## src/rtl/rob_multi_commit_pkg.sv

```systemverilog
// rob_multi_commit_pkg: shared ROB defaults, datapath widths and entry payload type.
package rob_multi_commit_pkg;
  localparam int ADDR_LEN = 32;
  localparam int REG_SEL = 5;
  localparam int ROB_DEPTH = 16;
  localparam int ROB_TAG_W = $clog2(ROB_DEPTH);
  localparam int ROB_DP_W = 2;
  localparam int ROB_COM_W = 2;
  localparam int ROB_CPL_N = 4;
  typedef struct packed {
    logic dst_valid;
    logic [REG_SEL-1:0] dst_arf;
    logic [ADDR_LEN-1:0] pc;
  } rob_entry_t;
  function automatic logic [2:0] pop4(input logic [3:0] v);
    return 3'(v[0]) + 3'(v[1]) + 3'(v[2]) + 3'(v[3]);
  endfunction
endpackage

```

## src/rtl/rob_multi_commit_commit_select.sv

```systemverilog
// rob_commit_select: in-order retire prefix mask, tags and count scanned from head.
module rob_commit_select #(
  parameter int DEPTH = 16,
  parameter int COM_W = 2,
  parameter int TAG_W = $clog2(DEPTH)
) (
  input logic [TAG_W-1:0] head,
  input logic [DEPTH-1:0] valid,
  input logic [DEPTH-1:0] done,
  output logic [COM_W-1:0] mask,
  output logic [COM_W*TAG_W-1:0] tag,
  output logic [$clog2(COM_W+1)-1:0] num
);
  localparam int NW = $clog2(COM_W + 1);
  logic [TAG_W-1:0] idx;
  logic run;
  always_comb begin
    run = 1'b1;
    idx = head;
    mask = '0;
    tag = '0;
    num = '0;
    for (int j = 0; j < COM_W; j++) begin
      idx = head + TAG_W'(j);
      tag[j*TAG_W +: TAG_W] = idx;
      run = run & valid[idx] & done[idx];
      mask[j] = run;
      num = num + NW'(run);
    end
  end
endmodule

```

## src/rtl/rob_multi_commit.sv

```systemverilog
// rob_multi_commit: multi-dispatch / multi-commit reorder buffer; optional ROB_FLUSH_EN adds branch squash.
module rob_multi_commit
  import rob_multi_commit_pkg::*;
#(
  parameter int DEPTH = ROB_DEPTH,
  parameter int DP_W = ROB_DP_W,
  parameter int COM_W = ROB_COM_W,
  parameter int CPL_N = ROB_CPL_N,
  parameter int TAG_W = $clog2(DEPTH)
) (
  input logic clk_i,
  input logic reset_i,
`ifdef ROB_FLUSH_EN
  input logic flush_i,
  input logic [TAG_W-1:0] flush_tag_i,
`endif
  input logic [DP_W-1:0] dp_valid_i,
  input logic [DP_W*ADDR_LEN-1:0] dp_pc_i,
  input logic [DP_W-1:0] dp_dst_valid_i,
  input logic [DP_W*REG_SEL-1:0] dp_dst_arf_i,
  output logic dp_ready_o,
  output logic [DP_W*TAG_W-1:0] dp_tag_o,
  input logic [CPL_N-1:0] cpl_valid_i,
  input logic [CPL_N*TAG_W-1:0] cpl_tag_i,
  output logic [COM_W-1:0] com_valid_o,
  output logic [COM_W*TAG_W-1:0] com_tag_o,
  output logic [COM_W-1:0] com_arf_we_o,
  output logic [COM_W*REG_SEL-1:0] com_dst_arf_o,
  output logic [COM_W*ADDR_LEN-1:0] com_pc_o,
  output logic [$clog2(COM_W+1)-1:0] com_num_o,
  output logic [TAG_W:0] free_num_o,
  output logic empty_o,
  output logic full_o
);
  localparam int CW = TAG_W + 1;
  logic [DEPTH-1:0] valid, done;
  rob_entry_t ent [DEPTH];
  logic [TAG_W-1:0] head, tail;
  logic [CW-1:0] count;
  logic dp_fire;
  logic [2:0] dp_num;
  assign free_num_o = CW'(DEPTH) - count;
  assign dp_ready_o = free_num_o >= CW'(DP_W);
  assign empty_o = count == '0;
  assign full_o = count == CW'(DEPTH);
`ifdef ROB_FLUSH_EN
  assign dp_fire = dp_ready_o & ~flush_i;
`else
  assign dp_fire = dp_ready_o;
`endif
  assign dp_num = dp_fire ? pop4(4'(dp_valid_i)) : 3'd0;
  for (genvar k = 0; k < DP_W; k++) begin : g_dp
    assign dp_tag_o[k*TAG_W +: TAG_W] = tail + TAG_W'(k);
  end
  rob_commit_select #(.DEPTH(DEPTH), .COM_W(COM_W), .TAG_W(TAG_W)) u_sel (
    .head(head),
    .valid(valid),
    .done(done),
    .mask(com_valid_o),
    .tag(com_tag_o),
    .num(com_num_o)
  );
  for (genvar j = 0; j < COM_W; j++) begin : g_com
    rob_entry_t e;
    assign e = ent[head + TAG_W'(j)];
    assign com_arf_we_o[j] = com_valid_o[j] & e.dst_valid;
    assign com_dst_arf_o[j*REG_SEL +: REG_SEL] = e.dst_arf;
    assign com_pc_o[j*ADDR_LEN +: ADDR_LEN] = e.pc;
  end
`ifdef ROB_FLUSH_EN
  // An entry is younger than the flush point if it sits past it but still inside the occupied window.
  logic [DEPTH-1:0] young;
  logic [TAG_W-1:0] flush_dist;
  always_comb begin
    flush_dist = flush_tag_i - head;
    young = '0;
    for (int i = 0; i < DEPTH; i++)
      young[i] = (TAG_W'(TAG_W'(i) - head) > flush_dist) && (CW'(TAG_W'(TAG_W'(i) - head)) < count);
  end
`endif
  always_ff @(posedge clk_i) begin
    if (reset_i) begin
      head <= '0;
      tail <= '0;
      count <= '0;
      valid <= '0;
      done <= '0;
    end else begin
      for (int p = 0; p < CPL_N; p++)
        if (cpl_valid_i[p] && valid[cpl_tag_i[p*TAG_W +: TAG_W]]) done[cpl_tag_i[p*TAG_W +: TAG_W]] <= 1'b1;
      for (int k = 0; k < DP_W; k++)
        if (dp_fire && dp_valid_i[k]) begin
          valid[tail + TAG_W'(k)] <= 1'b1;
          done[tail + TAG_W'(k)] <= 1'b0;
        end
      for (int j = 0; j < COM_W; j++)
        if (com_valid_o[j]) begin
          valid[head + TAG_W'(j)] <= 1'b0;
          done[head + TAG_W'(j)] <= 1'b0;
        end
      head <= head + TAG_W'(com_num_o);
`ifdef ROB_FLUSH_EN
      if (flush_i) begin
        for (int i = 0; i < DEPTH; i++)
          if (young[i]) begin
            valid[i] <= 1'b0;
            done[i] <= 1'b0;
          end
        tail <= flush_tag_i + 1'b1;
        count <= CW'(flush_dist) + CW'(1) - CW'(com_num_o);
      end else
`endif
      begin
        tail <= tail + TAG_W'(dp_num);
        count <= count + CW'(dp_num) - CW'(com_num_o);
      end
    end
  end
  always_ff @(posedge clk_i) begin
    for (int k = 0; k < DP_W; k++)
      if (dp_fire && dp_valid_i[k])
        ent[tail + TAG_W'(k)] <= '{dst_valid: dp_dst_valid_i[k], dst_arf: dp_dst_arf_i[k*REG_SEL +: REG_SEL], pc: dp_pc_i[k*ADDR_LEN +: ADDR_LEN]};
  end
endmodule

```

## config.mk

```make
export PLATFORM = sky130hd
export DESIGN_NAME = rob_multi_commit
export DESIGN_NICKNAME = d
export VERILOG_FILES = /design/src/rtl/rob_multi_commit_pkg.sv /design/src/rtl/rob_multi_commit_commit_select.sv /design/src/rtl/rob_multi_commit.sv
export SDC_FILE = /design/constraint.sdc
export NUM_CORES = 1
export LEC_CHECK = 0
export CORE_UTILIZATION = 52
export CTS_CLUSTER_SIZE = 25
export DETAILED_ROUTE_END_ITERATION = 7
export PLACE_DENSITY = 0.73
export SYNTH_ARGS = -nofsm -noshare
export SYNTH_HDL_FRONTEND = slang
export SYNTH_SLANG_ARGS = --single-unit
export TNS_END_PERCENT = 20
```

## constraint.sdc

```tcl
create_clock -name clk_i -period 10.9 [get_ports clk_i]
set_clock_uncertainty 0.2 [all_clocks]
set_input_delay 1.09 -clock clk_i [delete_from_list [all_inputs] [get_ports clk_i]]
set_output_delay 1.09 -clock clk_i [all_outputs]
set_load 0.01 [all_outputs]
```

==> out/results.ini <==
[floorplan]
io_pins=204
fp.dieH_um=274
start_util=0.527
die_area_um2=75300
core_um2=73200
row_count=99
die_w_um=274

[clock_tree]
cts-root-buf=clkbuf_16
cts_tree=done
clkTransAtPathRegs_ps=60
cts_resized=0
clock_path_buffers=3
cts_htree_levels=3
cts_setup_buffers=0
cts_made_buffers=74
worstSkewPairLatency_ps=630
ctsHoldBuffers=0
numClockSinks=653

[drt]
remaining_drc_errors=18
first_iter_violations=3025
wl_um=117000
vias=24300
post_drt_wl_per_cell_um=34.2
via_per_inst=7.11
ant_nets=0
drt_pass1_iterations=8

[synthesis]
netlist_instances=2321
yosysTopAreaCell=edfxtp_1
ys_top_cells_by_count=612 x mux2_2, 608 x edfxtp_1, 383 x mux4_2, 114 x clkbuf_1, 73 x buf_1
ys_ff_latch=653
ys_seq_area_frac=0.496
yosysMostFrequentCell=mux2_2
yosys.cell_types.count=57
post-synth-top-area-fraction=0.473
async_flop_share=0
synth_ff_type=edfxtp_1
syn_area_um2=38600
yosysWarnings=0
syn_avg_cell_area_um2=16.6
synth.area.top_cells=edfxtp_1 47%, mux4_2 22%, mux2_2 18%, dfxtp_1 2.3%, clkbuf_1 1.1%
synth.net_count=2453
synth_edf_count=608

[hold_path]
worstHoldPathType=reg2reg

[global_route]
antenna_found_initial=3
grt_pass1_wl_um=169000
grt_overflow=0
grt_max_degree=170
track_usage=0.314
first_global_vias=24700

[placement]
dp_slack_ps=5150
place_area_um2=41400
hpwl_um=62000
routabilityCongestion=0.937
io_buffer_count=203

[power]
total_leakage_power_uw=0.0132
powerDensity_nw_per_um2=178
finalPower_uw=7780
peakVddDrop_v=0.000234

[setup_path]
cp-start-kind=flip-flop
slowest_stage=ha_4
worst-setup-path-type=reg2out
critPathMostFrequentCell=o2111ai_1
end_kind=output port
cp.arrival_ps=5190
critical_path_required_ps=9610
path_cells=inv_1, ha_4, buf_4, o2111ai_1, o2111ai_1, nand3_1, and2_1, ha_1, clkdlybuf4s50_1
cpPeakStageDelay_ps=880
worstPathMaxFanout=50
crit_family=buffers and inverters
crit_buf_inv=3

[sta]
finalSetupViolations=0
worst_slew_margin_rel=0.184
slew_violations=0
hold_violations=0
setup_ws_ps=4420
rsz0062_at_grt=false
clock.fmax_ghz=0.154
worst_pin_slew_ps=1220
layout_min_cycle_time_ps=6480
layout_worst_path_cycle_share=0.595
finalSetupTns_ps=0
whs_ps=352

[run_status]
status=complete, but fails checks
violations=design-rule violations

[job]
maxCapViolations=0

[final_layout]
drive_gt1_frac=0.491
area_delta_synth_final_pct=13.0
final_nets=2531
fillers=5351
final_area_um2=43600

-- stage by stage --
stage / utilization / cells
3_5_place_dp: 0.565 / 3282
6_report: 0.596 / 3417
3_3_place_gp: 0.565 / 3282
4_1_cts: 0.596 / 3412
5_1_grt: 0.596 / 3414
2_1_floorplan: - / 2321
-- per-layer routing --
layer | GRT usage | routed length, um | vias to the layer above | part of all wire
li1 | - | - | 9783 | -
met2 | 0.518 | 57600 | 1492 | 0.49
met5 | 0 | 26 | - | 0.00022
met3 | 0.0584 | 10900 | 305 | 0.093
met1 | 0.413 | 43600 | 12700 | 0.37
met4 | 0.118 | 4890 | 2 | 0.042
-- worst register-to-register path: stages, from the launching register on --
cell       delay (ps)
dfxtp_4           440
inv_1             180
ha_4              880
buf_4             850
o2111ai_1         280
o2111ai_1         450
nand3_1           280
and2_1            260
ha_1              370
ha_1              310
inv_1              40
ha_1              180
inv_1              80
fa_1              220
inv_1              60
a21oi_1           120
nor2_1             60
or3_1             340
a21oi_1           130
-- layout make-up --
type	instances	area (um^2)	area share
Sequential cell	653	19200	0.440
Clock inverter	42	289	0.00663
Timing Repair Buffer	253	2430	0.0558
Inverter	42	160	0.00367
Clock buffer	88	1950	0.0446
Antenna cell	5	12.5	0.000287
Multi-Input combinational cell	1375	18400	0.422
Tap cell	959	1200	0.0275
-- logic make-up after synthesis --
kind of cell / count (synthesis) / synth area share
AO/OA/AOI/OAI: 172 / 0.0326
XOR/XNOR: 12 / 0.00272
adder cells (fa/ha/maj): 32 / 0.0112
buffers and inverters: 293 / 0.0314
flip-flops: 653 / 0.496
multiplexers: 999 / 0.403
AND/OR/NAND/NOR: 160 / 0.0226
-- worst paths after layout --
kind	startpoint	end	slack [ps]	cells past startpoint
max	head[1]	com_num_o[0]	4420	9
max reg2reg	head[1]	count[4]	5080	18
min	done[15]	done[15]	350	3
min reg2reg	done[15]	done[15]	350	3
-- flip-flops by register name, indices dropped and copies added, names as in the netlist --
register,count
tail,4
count,5
valid,16
ent,608
done,16
head,4
-- power breakdown --
group	internal [uW]	leakage, uW	total, uW	switching (uW)
clock	1320	0.00110	2350	1020
sequential	3140	0.00588	3280	147
combinational	999	0.00626	2150	1150
-- cells in the final DEF, fill, tap and decap left out, types with 28 or more instances in the layout --
master,netlist,layout
dfxtp_1,45,41
clkdlybuf4s50_1,0,203
clkbuf_16,0,76
edfxtp_1,608,608
buf_4,2,48
mux2_2,612,612
o22ai_1,34,33
inv_1,42,41
mux4_2,383,383
nor3_1,36,28
Note: power is estimated with default switching activity, not from simulation.
